<file path="src/rtl/cache_exerciser_pkg.sv">
// Shared types and constants for the cache exerciser.
package cache_exerciser_pkg;

   typedef enum logic [2:0] {
      IDLE,
      WR,
      WR_GAP,
      RD_ISSUE,
      RD_WAIT,
      DONE
   } state_e;

   localparam logic [1:0] MODE_CONST = 2'd0;
   localparam logic [1:0] MODE_ADDR  = 2'd1;
   localparam logic [1:0] MODE_LFSR  = 2'd2;
   localparam logic [1:0] MODE_WALK  = 2'd3;

   localparam logic [31:0] LFSR_TAPS = 32'h8020_0003;

   // One right-shifting Galois LFSR step.
   function automatic logic [31:0] lfsr_step(input logic [31:0] s);
      return s[0] ? ((s >> 1) ^ LFSR_TAPS) : (s >> 1);
   endfunction

endpackage

</file>
<file path="src/rtl/cache_exerciser_pattern_gen.sv">
// Test-pattern generator. All inputs describe the NEXT word (next-state
// values from the controller), so the output can be registered directly.
module pattern_gen
   import cache_exerciser_pkg::*;
#(
   parameter int ADDR_WIDTH = 32,
   parameter int DATA_WIDTH = 32,
   parameter int IDX_W      = 10
) (
   input  logic                  clk,
   input  logic                  rst,
   input  logic [1:0]            mode,
   input  logic [DATA_WIDTH-1:0] seed,
   input  logic [IDX_W-1:0]      index,
   input  logic [ADDR_WIDTH-1:0] address,
   input  logic                  step,
   input  logic                  restart,
   output logic [DATA_WIDTH-1:0] pattern
);

   logic [31:0]             lfsr_q, lfsr_d, seed32, seed_nz;
   logic [2*DATA_WIDTH-1:0] rot_dbl;
   logic [31:0]             rot_amt;

   // LFSR next value: reload from (non-zero) seed, step once per word, or hold.
   always_comb begin
      seed32  = 32'(seed);
      seed_nz = (seed32 == 32'd0) ? 32'd1 : seed32;
      lfsr_d  = lfsr_q;
      if (restart)   lfsr_d = seed_nz;
      else if (step) lfsr_d = lfsr_step(lfsr_q);
   end

   // LFSR state tracks the current word index.
   always_ff @(posedge clk or posedge rst) begin
      if (rst) lfsr_q <= 32'd1;
      else     lfsr_q <= lfsr_d;
   end

   // Pattern select; walking mode rotates seed left by index mod width.
   always_comb begin
      rot_amt = 32'(index) % 32'(DATA_WIDTH);
      rot_dbl = {seed, seed} << rot_amt;
      case (mode)
         MODE_CONST: pattern = seed;
         MODE_ADDR:  pattern = DATA_WIDTH'(address);
         MODE_LFSR:  pattern = DATA_WIDTH'(lfsr_d);
         default:    pattern = rot_dbl[2*DATA_WIDTH-1:DATA_WIDTH];
      endcase
   end

endmodule

</file>
<file path="src/rtl/cache_exerciser.sv">
// Cache exerciser: writes a pattern over an address range, reads it back,
// and counts mismatches and read timeouts.
module cache_exerciser
   import cache_exerciser_pkg::*;
#(
   parameter int                    ADDR_WIDTH = 32,
   parameter int                    DATA_WIDTH = 32,
   parameter int                    WORD_COUNT = 1024,
   parameter logic [ADDR_WIDTH-1:0] BASE_ADDR  = '0,
   parameter int                    STRIDE     = 4,
   parameter int                    TIMEOUT    = 255
) (
   input  logic                  sys_clk,
   input  logic                  sys_rst,
   input  logic                  start,
   input  logic [1:0]            mode,
   input  logic [DATA_WIDTH-1:0] seed,
   output logic [ADDR_WIDTH-1:0] address,
   output logic [DATA_WIDTH-1:0] data_in,
   output logic                  write_enable,
   input  logic [DATA_WIDTH-1:0] data_out,
   input  logic                  data_out_valid,
   output logic                  busy,
   output logic                  done,
   output logic                  pass,
   output logic [15:0]           error_count,
   output logic [ADDR_WIDTH-1:0] first_fail_addr,
   output logic [5:0]            led
);

   localparam int IDX_W = (WORD_COUNT > 1) ? $clog2(WORD_COUNT) : 1;
   localparam int TMO_W = $clog2(TIMEOUT);
   localparam logic [IDX_W-1:0]      LAST_IDX  = IDX_W'(WORD_COUNT - 1);
   localparam logic [TMO_W-1:0]      LAST_WAIT = TMO_W'(TIMEOUT - 1);
   localparam logic [ADDR_WIDTH-1:0] STEP_ADDR = ADDR_WIDTH'(STRIDE);

   state_e                  state_q, state_d;
   logic [ADDR_WIDTH-1:0]   addr_q, addr_d, ffa_q, ffa_d;
   logic [DATA_WIDTH-1:0]   din_q, exp_q, seed_q, seed_d, pattern;
   logic                    we_q, we_d, pg_step, pg_restart;
   logic [1:0]              mode_q, mode_d;
   logic [IDX_W-1:0]        idx_q, idx_d;
   logic [TMO_W-1:0]        wait_q, wait_d;
   logic [15:0]             err_q, err_d;

   pattern_gen #(
      .ADDR_WIDTH (ADDR_WIDTH),
      .DATA_WIDTH (DATA_WIDTH),
      .IDX_W      (IDX_W)
   ) u_pattern_gen (
      .clk     (sys_clk),
      .rst     (sys_rst),
      .mode    (mode_d),
      .seed    (seed_d),
      .index   (idx_d),
      .address (addr_d),
      .step    (pg_step),
      .restart (pg_restart),
      .pattern (pattern)
   );

   // Next-state logic: write phase, then read-back/compare phase.
   always_comb begin
      state_d    = state_q;
      addr_d     = addr_q;
      mode_d     = mode_q;
      seed_d     = seed_q;
      idx_d      = idx_q;
      wait_d     = wait_q;
      err_d      = err_q;
      ffa_d      = ffa_q;
      pg_step    = 1'b0;
      pg_restart = 1'b0;
      case (state_q)
         IDLE, DONE: begin
            if (start) begin
               mode_d     = mode;
               seed_d     = seed;
               addr_d     = BASE_ADDR;
               idx_d      = '0;
               err_d      = '0;
               ffa_d      = '0;
               pg_restart = 1'b1;
               state_d    = WR;
            end
         end
         WR: state_d = WR_GAP;
         WR_GAP: begin
            if (idx_q == LAST_IDX) begin
               addr_d     = BASE_ADDR;
               idx_d      = '0;
               pg_restart = 1'b1;
               state_d    = RD_ISSUE;
            end else begin
               addr_d  = addr_q + STEP_ADDR;
               idx_d   = idx_q + 1'b1;
               pg_step = 1'b1;
               state_d = WR;
            end
         end
         RD_ISSUE: begin
            wait_d  = '0;
            state_d = RD_WAIT;
         end
         RD_WAIT: begin
            if (data_out_valid || wait_q == LAST_WAIT) begin
               if (!data_out_valid || data_out != exp_q) begin
                  if (err_q != 16'hFFFF) err_d = err_q + 16'd1;
                  if (err_q == 16'd0)    ffa_d = addr_q;
               end
               if (idx_q == LAST_IDX) begin
                  state_d = DONE;
               end else begin
                  addr_d  = addr_q + STEP_ADDR;
                  idx_d   = idx_q + 1'b1;
                  pg_step = 1'b1;
                  state_d = RD_ISSUE;
               end
            end else begin
               wait_d = wait_q + 1'b1;
            end
         end
         default: state_d = IDLE;
      endcase
      we_d = (state_d == WR);
   end

   // State and datapath registers; write data and expected data are taken
   // from the generator, which already reflects the next word.
   always_ff @(posedge sys_clk or posedge sys_rst) begin
      if (sys_rst) begin
         state_q <= IDLE;
         addr_q  <= BASE_ADDR;
         din_q   <= '0;
         exp_q   <= '0;
         we_q    <= 1'b0;
         mode_q  <= '0;
         seed_q  <= '0;
         idx_q   <= '0;
         wait_q  <= '0;
         err_q   <= '0;
         ffa_q   <= '0;
      end else begin
         state_q <= state_d;
         addr_q  <= addr_d;
         if (we_d) din_q <= pattern;
         exp_q   <= pattern;
         we_q    <= we_d;
         mode_q  <= mode_d;
         seed_q  <= seed_d;
         idx_q   <= idx_d;
         wait_q  <= wait_d;
         err_q   <= err_d;
         ffa_q   <= ffa_d;
      end
   end

   assign address         = addr_q;
   assign data_in         = din_q;
   assign write_enable    = we_q;
   assign busy            = (state_q != IDLE) && (state_q != DONE);
   assign done            = (state_q == DONE);
   assign pass            = done && (err_q == 16'd0);
   assign error_count     = err_q;
   assign first_fail_addr = ffa_q;
   assign led             = {done, pass, err_q[3:0]};

endmodule

</file>
<file path="config.mk">
export PLATFORM = sky130hd
export DESIGN_NAME = cache_exerciser
export DESIGN_NICKNAME = d
export VERILOG_FILES = /design/src/rtl/cache_exerciser_pkg.sv /design/src/rtl/cache_exerciser_pattern_gen.sv /design/src/rtl/cache_exerciser.sv
export SDC_FILE = /design/constraint.sdc
export NUM_CORES = 1
export LEC_CHECK = 0
export ABC_AREA = 1
export BUFFER_PORTS_ARGS = -buffer_cell sky130_fd_sc_hd__buf_2
export CORE_ASPECT_RATIO = 1.1
export CORE_MARGIN = 2
export CORE_UTILIZATION = 50
export CTS_BUF_LIST = sky130_fd_sc_hd__clkbuf_16
export DETAILED_ROUTE_END_ITERATION = 6
export GPL_TIMING_DRIVEN = 0
export HOLD_SLACK_MARGIN = 0.08
export MAX_ROUTING_LAYER = met4
export PLACE_DENSITY = 0.76
export SLEW_MARGIN = 30
export SYNTH_ARGS = -nofsm -noshare
export SYNTH_HDL_FRONTEND = slang
export SYNTH_SLANG_ARGS = --single-unit
</file>
<file path="constraint.sdc">
create_clock -name sys_clk -period 7.3 [get_ports sys_clk]
set_clock_uncertainty 0.15 [all_clocks]
set_input_delay 1.46 -clock sys_clk [delete_from_list [all_inputs] [get_ports sys_clk]]
set_output_delay 1.46 -clock sys_clk [all_outputs]
set_load 0.05 [all_outputs]
</file>
# Word level (Yosys, flattened, before mapping)
# Cells that the tools add are included.
# op_classes
n_addsub	4
multipliers	0
div_mod_pow	0
n_lt_le_gt_ge	0
n_eq_ne	20
shifts	1
n_mux	42
bitwise	1
n_reduce_logical	18
# ops
op	count
$mux W32	14
$pmux W32 S3	2
$mux W16	4
$pmux W32 S2	1
$shl A64 B5 Y64	1
$mux W10	4
$add A32 B3 Y32 const B	1
$logic_not A32 Y1	1
$ne A32 B32 Y1	1
$pmux W16 S2	1
$pmux W10 S3	1
$add A16 B1 Y16 const B	1
$logic_not A16 Y1	1
$ne A16 B16 Y1 const B	1
$pmux W8 S2	1
$pmux W3 S5	1
$ne A2 B2 Y1 const B	7
$add A10 B1 Y10 const B	1
$eq A10 B10 Y1 const B	1
$reduce_and A5 Y1	2
$mux W3	3
$add A8 B1 Y8 const B	1
$eq A8 B8 Y1 const B	1
$mux W8	1
other kinds (20)	33
# totals
register_bits	232
latchBits	0
ram_bits	0
rom_bits	0
inputBits	70
output_inout_bits	122
word_cells	99
n_memories	0

# Depth between registers and ports, before layout
# logic_depth
depth_word	7
depth_mapped	22

# By module
# From an unflattened synthesis, not the netlist that was laid out.
# hier_totals
hier_cells	2010
hier_area_um2	15029.4
# modules_own_cells
mod	n_inst	cells_each	area_each_um2	seq_area_each_um2
cache_exerciser	1	1207	9969.6	5004.8
pattern_gen	1	803	5059.9	802.0

# Worst setup path after synthesis
# No wires, ideal clock.
# synth_timing
path_kind	register to output
start	register err_q[0] (netlist: error_count[0])
end	output led[4]
arrival_time_ps	2233
required_time_ps	5690
setup_slack_ps	3457
stages_incl_launch_ff	8
path_cell_list	dfrtp_1 > inv_1 > ha_1 > inv_1 > nor3_1 > nand4_1 > nor2_1 > buf_4
# synth_between
elab_chain_cells	2
# synth_lines
item	line_no	source
from (decl)	cache_exerciser.sv:44	logic [15:0] err_q, err_d;
from (signal assigned)	cache_exerciser.sv:153	err_q <= err_d;
$logic_not A16 Y1	cache_exerciser.sv:163	assign pass = done && (err_q == 16'd0);
$logic_and A1 B1 Y1	cache_exerciser.sv:163	
to (decl)	cache_exerciser.sv:28	output logic [5:0] led
# Every way passes these cells.

# Final worst setup path
# Ends and elaborated chain as after synthesis.

==> results.md <==
* Resize count post-CTS at 0
* Pleak at between 8 and 9 nW
* Hold buffers post-CTS at 0
* Clk root buf: clkbuf_16
* Status: complete, but fails checks
* Final setup violation count at 0
* Worst path top cell family by delay: simple AND/OR/NAND/NOR gates
* Routed vias/inst at 5.939
* Final Routed Wirelength at 57,310 µm
* Syn_area_per_cell at between 7 and 8 µm²
* Gpl congestion at 1.000
* Most used cells in the layout excluding fill and tap cells: nand2_1 (567), nand3_1 (340), dfrtp_1 (231)
* FF+latch area at 5807 µm²
* HP Class: flop to flop
* # fillers at 2,747
* H-tree depth at 1
* Area Growth Syn to Fin at 16.39%
* Final Hold Fails at 0
* Worst-Margin Slew at ~0.80 ns
* Worst-skew pair later-pin latency at ~0.55 ns
* Setup crit end kind: output port
* CTS tree: yes
* Leading cell type in the layout, fill and taps excluded: nand2_1
* DRT iter0 DRCs at 1,922
* GR Overflow Total at 0
* WL/cell at ~22 µm
* CP Launch Type: flop
* Clock sink count at ~230
* DP HPWL at 45,060 µm
* Hold Path Depth at 2
* Die Ht at roughly 180 µm
* Setup TNS at 0 ns
* P per Cell Area at 524.9 nW/µm²
* Setup WS pre-CTS at 3.014 ns
* Largest net degree at the start of global routing at 32
* First-pass DRT Iterations at 7
* MaxCap Viol Count at 0
* Syn. warnings at 0
* # DRC at 32
* Initial antenna violation count at 0
* Fin crit share at 54.15%
* Die ar. at roughly 31,000 µm²
* Site Rows at 65
* IO buf count at 190
* CP max stage delay at 0.44 ns
* CTS max path bufs at 3
* Ys async rst share at 100.0%
* Crit path top cell by count: inv_1
* CTS clk-pin slew, worst paths at around 0.06 ns
* I/O pin count at 192
* Post-synth cell types at 59
* Required time worst endpoint at approximately 5.7 ns
* DR vias at about 16,000
* Layout cells sized above 1 at between 10% and 20%
* Cell Chain, Critical Path: inv_1 -> ha_1 -> inv_1 -> nor3_1 -> nand4_1 -> nor2_1 -> buf_4 -> buf_2
* Synth Register Bits at 232
* Multi-input logic area at 7595 µm²
* Diode count at 0
* CP max-delay cell: dfrtp_1
* Critical Path AT at between 2 and 2.5 ns
* Number of synthesized flops with an enable pin at 0
* Post-layout min period at 3.953 ns
* Gr usage total at 38.19%
* VDD IR max at 0.0003250 V
* TritonCTS buffer count at 26
* Postcts setup bufs at 0
* Final net count at 2,345
* Prevailing post-synth register cell: dfrtp_1
* Seq/Total Area, Yosys at about two fifths
* WP buf/inv at 4
* First-pass GRT wire length at 86,730 µm
* RSZ-0062 raised after global routing: no
* Slew HR at 45.56%
* Routed Antenna Nets at 0
* Fin worst setup slack at approximately 3.3 ns
* Core area at 28,790 µm²
* Initial cell density of the core at 50.87%
* Syn Std Cell Area at about 15,000 µm²
* Vias in the first global route at 14,800
* Crit Path Class: flop to output port
* Failing checks: DRC
* Mapped Cells at 2,041
* Cell depth of the worst setup path at 8
* Mapped Nets at 2,119
* Final max-slew violation count at 0
* Maximum clock frequency at 0.2530 GHz
* Die Width at 167.2 µm
* R2R cell count at 18
* Worst-path maximum fanout at 6
-- registers in the layout, indices dropped and copies added (netlist names) --
| register | flops |
|---|---|
| u_pattern_gen.lfsr_q | 32 |
| mode_q | 2 |
| address | 32 |
| idx_q | 10 |
| error_count | 16 |
| seed_q | 32 |
| exp_q | 32 |
| first_fail_addr | 32 |
| write_enable | 1 |
| state_q | 3 |
| wait_q | 8 |
| data_in | 32 |
-- cells in the mapped netlist (2+ instances only) --
| library cell | instances | share of area, % |
|---|---|---|
| nand2_1 | 567 | 15 |
| nand3_1 | 340 | 12 |
| dfrtp_1 | 231 | 39 |
| inv_1 | 162 | 4.2 |
| o21ai_0 | 128 | 4.4 |
| nor2_1 | 108 | 2.8 |
| nand4_1 | 70 | 3.0 |
| clkbuf_1 | 51 | 1.3 |
| buf_2 | 39 | 1.3 |
| o22ai_1 | 34 | 1.5 |
| a21oi_1 | 32 | 1.1 |
| nor3_1 | 32 | 1.1 |
| and2_1 | 26 | 1.1 |
| nand3_2 | 25 | 1.7 |
| o21ai_1 | 19 | 0.65 |
| xor2_1 | 19 | 1.1 |
| o2111ai_1 | 14 | 0.84 |
| inv_2 | 12 | 0.31 |
| xnor2_1 | 12 | 0.72 |
| buf_4 | 11 | 0.56 |
| ha_1 | 8 | 0.68 |
| buf_6 | 7 | 0.54 |
| o21ai_2 | 7 | 0.42 |
| a31oi_1 | 6 | 0.26 |
| nand2_4 | 6 | 0.46 |
| nor4_1 | 6 | 0.26 |
| o211ai_1 | 6 | 0.31 |
| or2_2 | 6 | 0.26 |
| nand2_2 | 5 | 0.21 |
| buf_1 | 4 | 0.10 |
| inv_4 | 4 | 0.17 |
| nor2_2 | 4 | 0.17 |
| a22oi_1 | 3 | 0.15 |
| nand3_4 | 3 | 0.36 |
| o21ai_4 | 3 | 0.33 |
| a21oi_2 | 2 | 0.12 |
| a221oi_1 | 2 | 0.12 |
| a22o_1 | 2 | 0.12 |
| nand2_8 | 2 | 0.27 |
| nand3b_1 | 2 | 0.10 |
| nor2_4 | 2 | 0.15 |
| nor3b_1 | 2 | 0.10 |
-- area by class of cell --
class,count,area share [%]
clock inverter,21,0.8807
inverter,179,4.022
sequential,232,34.06
clock buffer,27,3.963
multi-input combinational,1518,44.55
timing repair buffer,198,6.517
buffer,112,3.303
tap,368,2.701
-- per-stage QoR --
stage	power [mW]	instance area, µm²	hold slack, ns	std cells	utilization, %
2_1_floorplan	5.630	14650	0.3107	2041	-
6_report	8.948	17050	0.3279	2655	59.21
4_1_cts	8.821	17050	0.3270	2655	59.21
3_5_place_dp	7.516	16220	0.3105	2607	56.35
3_3_place_gp	7.464	16060	0.3095	2599	55.79
5_1_grt	9.486	17050	0.3498	2655	59.21
-- where the power goes --
group | leakage, nW | switching, mW | internal, mW
sequential | 3.05 | 0.217 | 1.68
combinational | 4.88 | 4.24 | 1.53
clock | 0.429 | 0.546 | 0.738
-- kinds of logic after synthesis --
logic type      Yosys count  share of synthesized area, %
compound gates          267                         10.76
buf+inv                 291                         8.500
fa+ha+maj                 8                        0.6834
xor+xnor                 31                         1.854
mux                       1                       0.07688
flops                   232                         39.65
simple gates           1211                         38.48
-- worst reg2reg max path, cell delays in order (launching register included) --
cell	delay, ns
dfrtp_1	0.45
ha_1	0.19
nand2_1	0.11
nor2_4	0.18
nand3_4	0.15
ha_1	0.31
nand2_1	0.06
nand3_2	0.22
clkbuf_1	0.40
nand4_1	0.22
nand3_1	0.15
nand3_1	0.21
nand2_1	0.17
nand2_1	0.08
nand3_1	0.09
nand3_1	0.14
nand2_1	0.16
nand2_1	0.08
nand2_1	0.07
-- per-layer routing --
metal	track usage [%]	vias up	share of wire (%)
li1	-	7312	-
met1	46.48	7481	38
met2	61.96	786	47
met3	3.918	190	7.3
met4	23.03	0	7.2
met5	-	-	0
-- path summary, 6_finish.rpt --
kind / start / endpoint / slack (ns)
max in group asynchronous: sys_rst / data_in[19]$_DFFE_PP0P_ / 5.24
worst max-delay path: error_count[0]$_DFFE_PP0P_ / led[4] / 3.35
worst max register to register: idx_q[0]$_DFF_PP0_ / data_in[25]$_DFFE_PP0P_ / 3.63
min in group asynchronous: sys_rst / mode_q[1]$_DFF_PP0_ / 0.79
worst min register to register: data_in[28]$_DFFE_PP0P_ / data_in[28]$_DFFE_PP0P_ / 0.33
worst min-delay path: data_in[28]$_DFFE_PP0P_ / data_in[28]$_DFFE_PP0P_ / 0.33
No activity file was read; power rests on OpenSTA's default activity.
